==> config.mk <==
export PLATFORM = sky130hd
export DESIGN_NAME = mem_port_arbiter
export DESIGN_NICKNAME = d
export VERILOG_FILES = /design/src/rtl/mem_port_arbiter.sv
export SDC_FILE = /design/constraint.sdc
export NUM_CORES = 1
export LEC_CHECK = 0
export ABC_AREA = 1
export CORE_MARGIN = 3
export CORE_UTILIZATION = 46
export DETAILED_ROUTE_END_ITERATION = 16
export GPL_TIMING_DRIVEN = 0
export PLACE_DENSITY_LB_ADDON = 0.25
export SYNTH_ARGS = -nofsm -noshare
export SYNTH_HDL_FRONTEND = slang
export SYNTH_SLANG_ARGS = --single-unit
==> constraint.sdc <==
create_clock -name clk -period 4.5 [get_ports clk]
set_clock_uncertainty 0.05 [all_clocks]
set_input_delay 0.45 -clock clk [delete_from_list [all_inputs] [get_ports clk]]
set_output_delay 0.45 -clock clk [all_outputs]
set_load 0.02 [all_outputs]
==> src/rtl/mem_port_arbiter.sv <==
// Arbitrates the core's single memory port between instruction fetch and data
// access. Define MEM_ARB_RR_EN for round-robin; otherwise data beats fetch.
module mem_port_arbiter #(
  parameter int AW      = 32,
  parameter int DW      = 32,
  parameter int TIMEOUT = 15
) (
  input  logic          clk,
  input  logic          reset,
  // fetch requester
  input  logic          i_req,
  input  logic [AW-1:0] i_addr,
  output logic          i_gnt,
  output logic          i_rvalid,
  output logic [DW-1:0] i_rdata,
  output logic          i_err,
  // data requester
  input  logic          d_req,
  input  logic          d_we,
  input  logic [AW-1:0] d_addr,
  input  logic [DW-1:0] d_wdata,
  output logic          d_gnt,
  output logic          d_rvalid,
  output logic [DW-1:0] d_rdata,
  output logic          d_err,
  // memory side
  output logic          mem_req,
  output logic          mem_we,
  output logic [AW-1:0] mem_addr,
  output logic [DW-1:0] mem_wdata,
  input  logic          mem_ack,
  input  logic [DW-1:0] mem_rdata,
  output logic          busy
);

  localparam int CW = $clog2(TIMEOUT + 1);

  typedef enum logic [1:0] {
    IDLE = 2'd0,
    MEM  = 2'd1,
    RESP = 2'd2
  } state_t;

  state_t        r_state;
  state_t        w_next;

  logic          r_owner_d;   // 1 = data requester owns the transaction
  logic [AW-1:0] r_addr;
  logic          r_we;
  logic [DW-1:0] r_wdata;
  logic [CW-1:0] r_cnt;
  logic [DW-1:0] r_i_rdata;
  logic          r_i_err;
  logic [DW-1:0] r_d_rdata;
  logic          r_d_err;

  logic          w_grant;
  logic          w_pick_d;
  logic          w_timeout;

  // Winner selection; only meaningful while w_grant is high.
`ifdef MEM_ARB_RR_EN
  logic r_last_d;

  always_comb begin
    w_pick_d = d_req && (!i_req || !r_last_d);
  end

  always_ff @(posedge clk) begin
    if (reset) begin
      r_last_d <= 1'b0;
    end else if (w_grant) begin
      r_last_d <= w_pick_d;
    end
  end
`else
  always_comb begin
    w_pick_d = d_req;
  end
`endif

  // A grant in the reset cycle would be lost, so it is suppressed.
  assign w_grant   = (r_state == IDLE) && (i_req || d_req) && !reset;
  assign w_timeout = (r_cnt == CW'(TIMEOUT - 1));

  // State register.
  always_ff @(posedge clk) begin
    if (reset) begin
      r_state <= IDLE;
    end else begin
      // NOTE: clocked state uses non-blocking assignment so every flop samples pre-edge values.
      r_state <= w_next;
    end
  end

  // Next-state logic.
  always_comb begin
    // NOTE: default to holding the current state so no latch is inferred.
    w_next = r_state;
    unique case (r_state)
      IDLE:    if (w_grant) w_next = MEM;
      MEM:     if (mem_ack || w_timeout) w_next = RESP;
      RESP:    w_next = IDLE;
      default: w_next = IDLE;
    endcase
  end

  // Output logic; grants are Mealy, everything else follows the state.
  always_comb begin
    i_gnt    = 1'b0;
    d_gnt    = 1'b0;
    i_rvalid = 1'b0;
    d_rvalid = 1'b0;
    mem_req  = 1'b0;
    mem_we   = 1'b0;
    busy     = 1'b0;
    unique case (r_state)
      IDLE: begin
        i_gnt = w_grant && !w_pick_d;
        d_gnt = w_grant && w_pick_d;
      end
      MEM: begin
        mem_req = 1'b1;
        mem_we  = r_we;
        busy    = 1'b1;
      end
      RESP: begin
        i_rvalid = !r_owner_d;
        d_rvalid = r_owner_d;
        busy     = 1'b1;
      end
      default: ;
    endcase
  end

  assign mem_addr  = r_addr;
  assign mem_wdata = r_wdata;
  assign i_rdata   = r_i_rdata;
  assign i_err     = r_i_err;
  assign d_rdata   = r_d_rdata;
  assign d_err     = r_d_err;

  // Transaction registers: captured at grant, completed at ack or timeout.
  always_ff @(posedge clk) begin
    if (reset) begin
      // NOTE: these are small control/data flops, not a memory array, so all of them reset.
      r_owner_d <= 1'b0;
      r_addr    <= '0;
      r_we      <= 1'b0;
      r_wdata   <= '0;
      r_cnt     <= '0;
      r_i_rdata <= '0;
      r_i_err   <= 1'b0;
      r_d_rdata <= '0;
      r_d_err   <= 1'b0;
    end else begin
      if (w_grant) begin
        r_owner_d <= w_pick_d;
        r_addr    <= w_pick_d ? d_addr : i_addr;
        r_we      <= w_pick_d && d_we;
        r_wdata   <= w_pick_d ? d_wdata : '0;
        r_cnt     <= '0;
      end
      if (r_state == MEM) begin
        if (mem_ack) begin
          if (r_owner_d) begin
            r_d_rdata <= r_we ? '0 : mem_rdata;
            r_d_err   <= 1'b0;
          end else begin
            r_i_rdata <= mem_rdata;
            r_i_err   <= 1'b0;
          end
        end else if (w_timeout) begin
          if (r_owner_d) begin
            r_d_rdata <= '0;
            r_d_err   <= 1'b1;
          end else begin
            r_i_rdata <= '0;
            r_i_err   <= 1'b1;
          end
        end else begin
          r_cnt <= r_cnt + CW'(1);
        end
      end
    end
  end

endmodule

==> reports/qor.txt <==
Die H: 123.9 um
Clk Latency, worst-skew pair: 0.42 ns
first-pass GRT wire length: 31,100 um
Clock Path Buffers: 2
gr ovfl total: 0
final wirelength: 20,440 um
DR pass1 iterations: 5
RSZ-0062 raised after global routing: no
critical path's top delay family: buffers and inverters
CP Launch Type: register
syn_area_per_cell: 6.435 sq um
final hold slack: 0.3974 ns
Port Buffers: 268
synthesized area: 0.006396 sq mm
count leader, synth: nand2_1
Commonest cells post-synth: nand2_1 (373), nor2_1 (141), dfxtp_1 (138)
drt initial violations: 405
pin count of the biggest net entering global routing: 17
fin crit period: 3.009 ns
Setup-failing EPs final: 0
CP required: 4.00 ns
Ys Warns: 0
worst r2r src: r_state[1]
routability congestion estimate: 0.8728
Max Clk Rate: 332.4 MHz
nets: 1,421
die footprint: 0.01535 sq mm
# hold bufs at CTS: 0
status: finished clean
Leak: 4.423 nW
final std cells w/o fill: 1,466
maximum vdd drop: 0.2722 mV
number of max-cap violations: 0
WP buf/inv: 5
setup TNS: 0 ns
initial core utilization: 47.73%
worst-path maximum fanout: 10
post-route ant nets: 0
Hold Vio Cnt, Final: 0
Worst-Margin Slew: 0.5941 ns
total track usage: 26.08%
initial antenna violation count: 0
final period utilization: 66.86%
post-route cell area: 0.009838 sq mm
Num CTS Buffers: 17
R2R cell count: 7
post-placement cell count: 1,438
post-synthesis sequential area ratio: 43.19%
via/cell ratio: 4.754
CTS tree: done
Critical Path, Cell by Cell: inv_1 -> ha_1 -> buf_2 -> buf_1 -> nand2_1 -> inv_1 -> clkdlybuf4s50_1
Power Density: 450.7 mW/mm^2
Layout area overhead: 53.81%
core area: 0.01340 sq mm
die width: 123.9 um
DRC: 0
Primary FF master, synth: dfxtp_1
antenna cells: 0
worst hold path class: reg2reg
hold path startpoint: d_err
Num Clock Sinks: 138
syn nets: 1,134
CP max stage delay: 0.60 ns
EDFF count, synth: 0
dpl cell area: 0.009299 sq mm
top area cells in the synthesized netlist: dfxtp_1 (43%), nand2_1 (22%), nor2_1 (8.3%)
post-synthesis register bit count: 138
num rows: 42
biggest area consumer among synthesized cells: dfxtp_1
worst hold endpoint: d_err
Synth top area share: 43.19%
Distinct cells, synth: 20
layout cell share with drive strength beyond 1: 5.736%
RR Endpoint: r_we
Final Max Slew Viols: 0
Post-CTS Setup Inserts: 0
post-CTS resize count: 0
Slew HR: 60.39%
critical path class: reg2out
R2R Setup Slk: 2.62 ns
crit path DAT: 2.51 ns
Critical Path End Type: output port
hold depth: 2
root buffer cell: clkbuf_16
Wirelength per Cell: 13.94 um
vias in the first global route: 6,342
Mapped Cells: 994
I/O pin count: 271
Async S/R FF share, synth: 0%
dpl hpwl: 15,490 um
CP most frequent cell: inv_1
critical path's slowest cell: clkdlybuf4s50_1
H-Tree Depth: 4
Clock transition at path regs: 0.05 ns
via count: 6,969
worst max path at each step:
stage | to | start | cells after the start | slack (ns)
after floorplan | mem_we | r_state[1] | 6 | 2.62
after global placement | d_gnt | d_req | 7 | 1.58
after detailed placement | d_gnt | d_req | 7 | 1.54
after CTS | mem_we | r_state[1] | 7 | 1.47
after global routing | mem_we | r_state[1] | 7 | 1.36
final | mem_we | r_state[1] | 7 | 1.49
registers in the layout (all words and copies together), names as in the netlist:
signal / count
r_we: 1
r_owner_d: 1
r_state: 2
d_err: 1
r_cnt: 4
mem_wdata: 32
mem_addr: 32
i_err: 1
d_rdata: 32
i_rdata: 32
routing by layer:
layer | GRT usage, % | vias up | share of wire [%]
met5 | 0 | - | 0
met4 | 8.282 | 0 | 1.9
met3 | 8.765 | 30 | 8.8
met2 | 45.76 | 264 | 49
met1 | 29.91 | 3055 | 40
li1 | - | 3620 | -
layout by cell type (no fill, tap or decap), drive strengths merged:
cell             n
clkinv           2
nor2           142
inv            116
a21oi           71
clkbuf          51
dfxtp          138
nor3             1
nand2          374
o21ai            3
ha               6
nand3            9
o31ai            1
buf             45
nand4           63
clkdlybuf4s50  268
where the power goes:
part           internal (mW)  total [mW]  switching (mW)
sequential              1.40        1.50           0.102
clock                  0.793        1.28           0.489
combinational          0.681        1.65           0.970
total                   2.87        4.43            1.56
metrics by stage:
step / total power, mW / setup WS [ns] / utilization, %
floorplan: 2.466 / 2.619 / -
global placement: 3.138 / 1.575 / 69.39
detailed placement: 3.163 / 1.541 / 69.39
CTS: 4.450 / 1.469 / 73.42
global route: 4.682 / 1.358 / 73.42
finish: 4.434 / 1.491 / 73.42
kinds of logic (layout without fill, tap and decap cells):
kind of cell,count (synthesis),in the layout,share of synthesized area [%]
flip-flops,138,138,43.19
AND/OR/NAND/NOR,589,589,37.62
adder cells (fa/ha/maj),6,6,1.174
AO/OA/AOI/OAI,75,75,5.908
buffers and inverters,186,482,12.11
worst min-delay path: stages (launching register included):
cell	delay, ns
dfxtp_1	0.30
inv_1	0.05
a21oi_1	0.05
final cells by class:
cell class                      instances  area (sq um)
Buffer                                 70         339.1
Clock buffer                           26         529.3
Clock inverter                          2         10.01
Fill cell                            1126          3562
Inverter                              116         435.4
Multi-Input combinational cell        670          2859
Sequential cell                       138          2763
Tap cell                              176         220.2
Timing Repair Buffer                  268          2683
No activity file was read; power rests on OpenSTA's default activity.
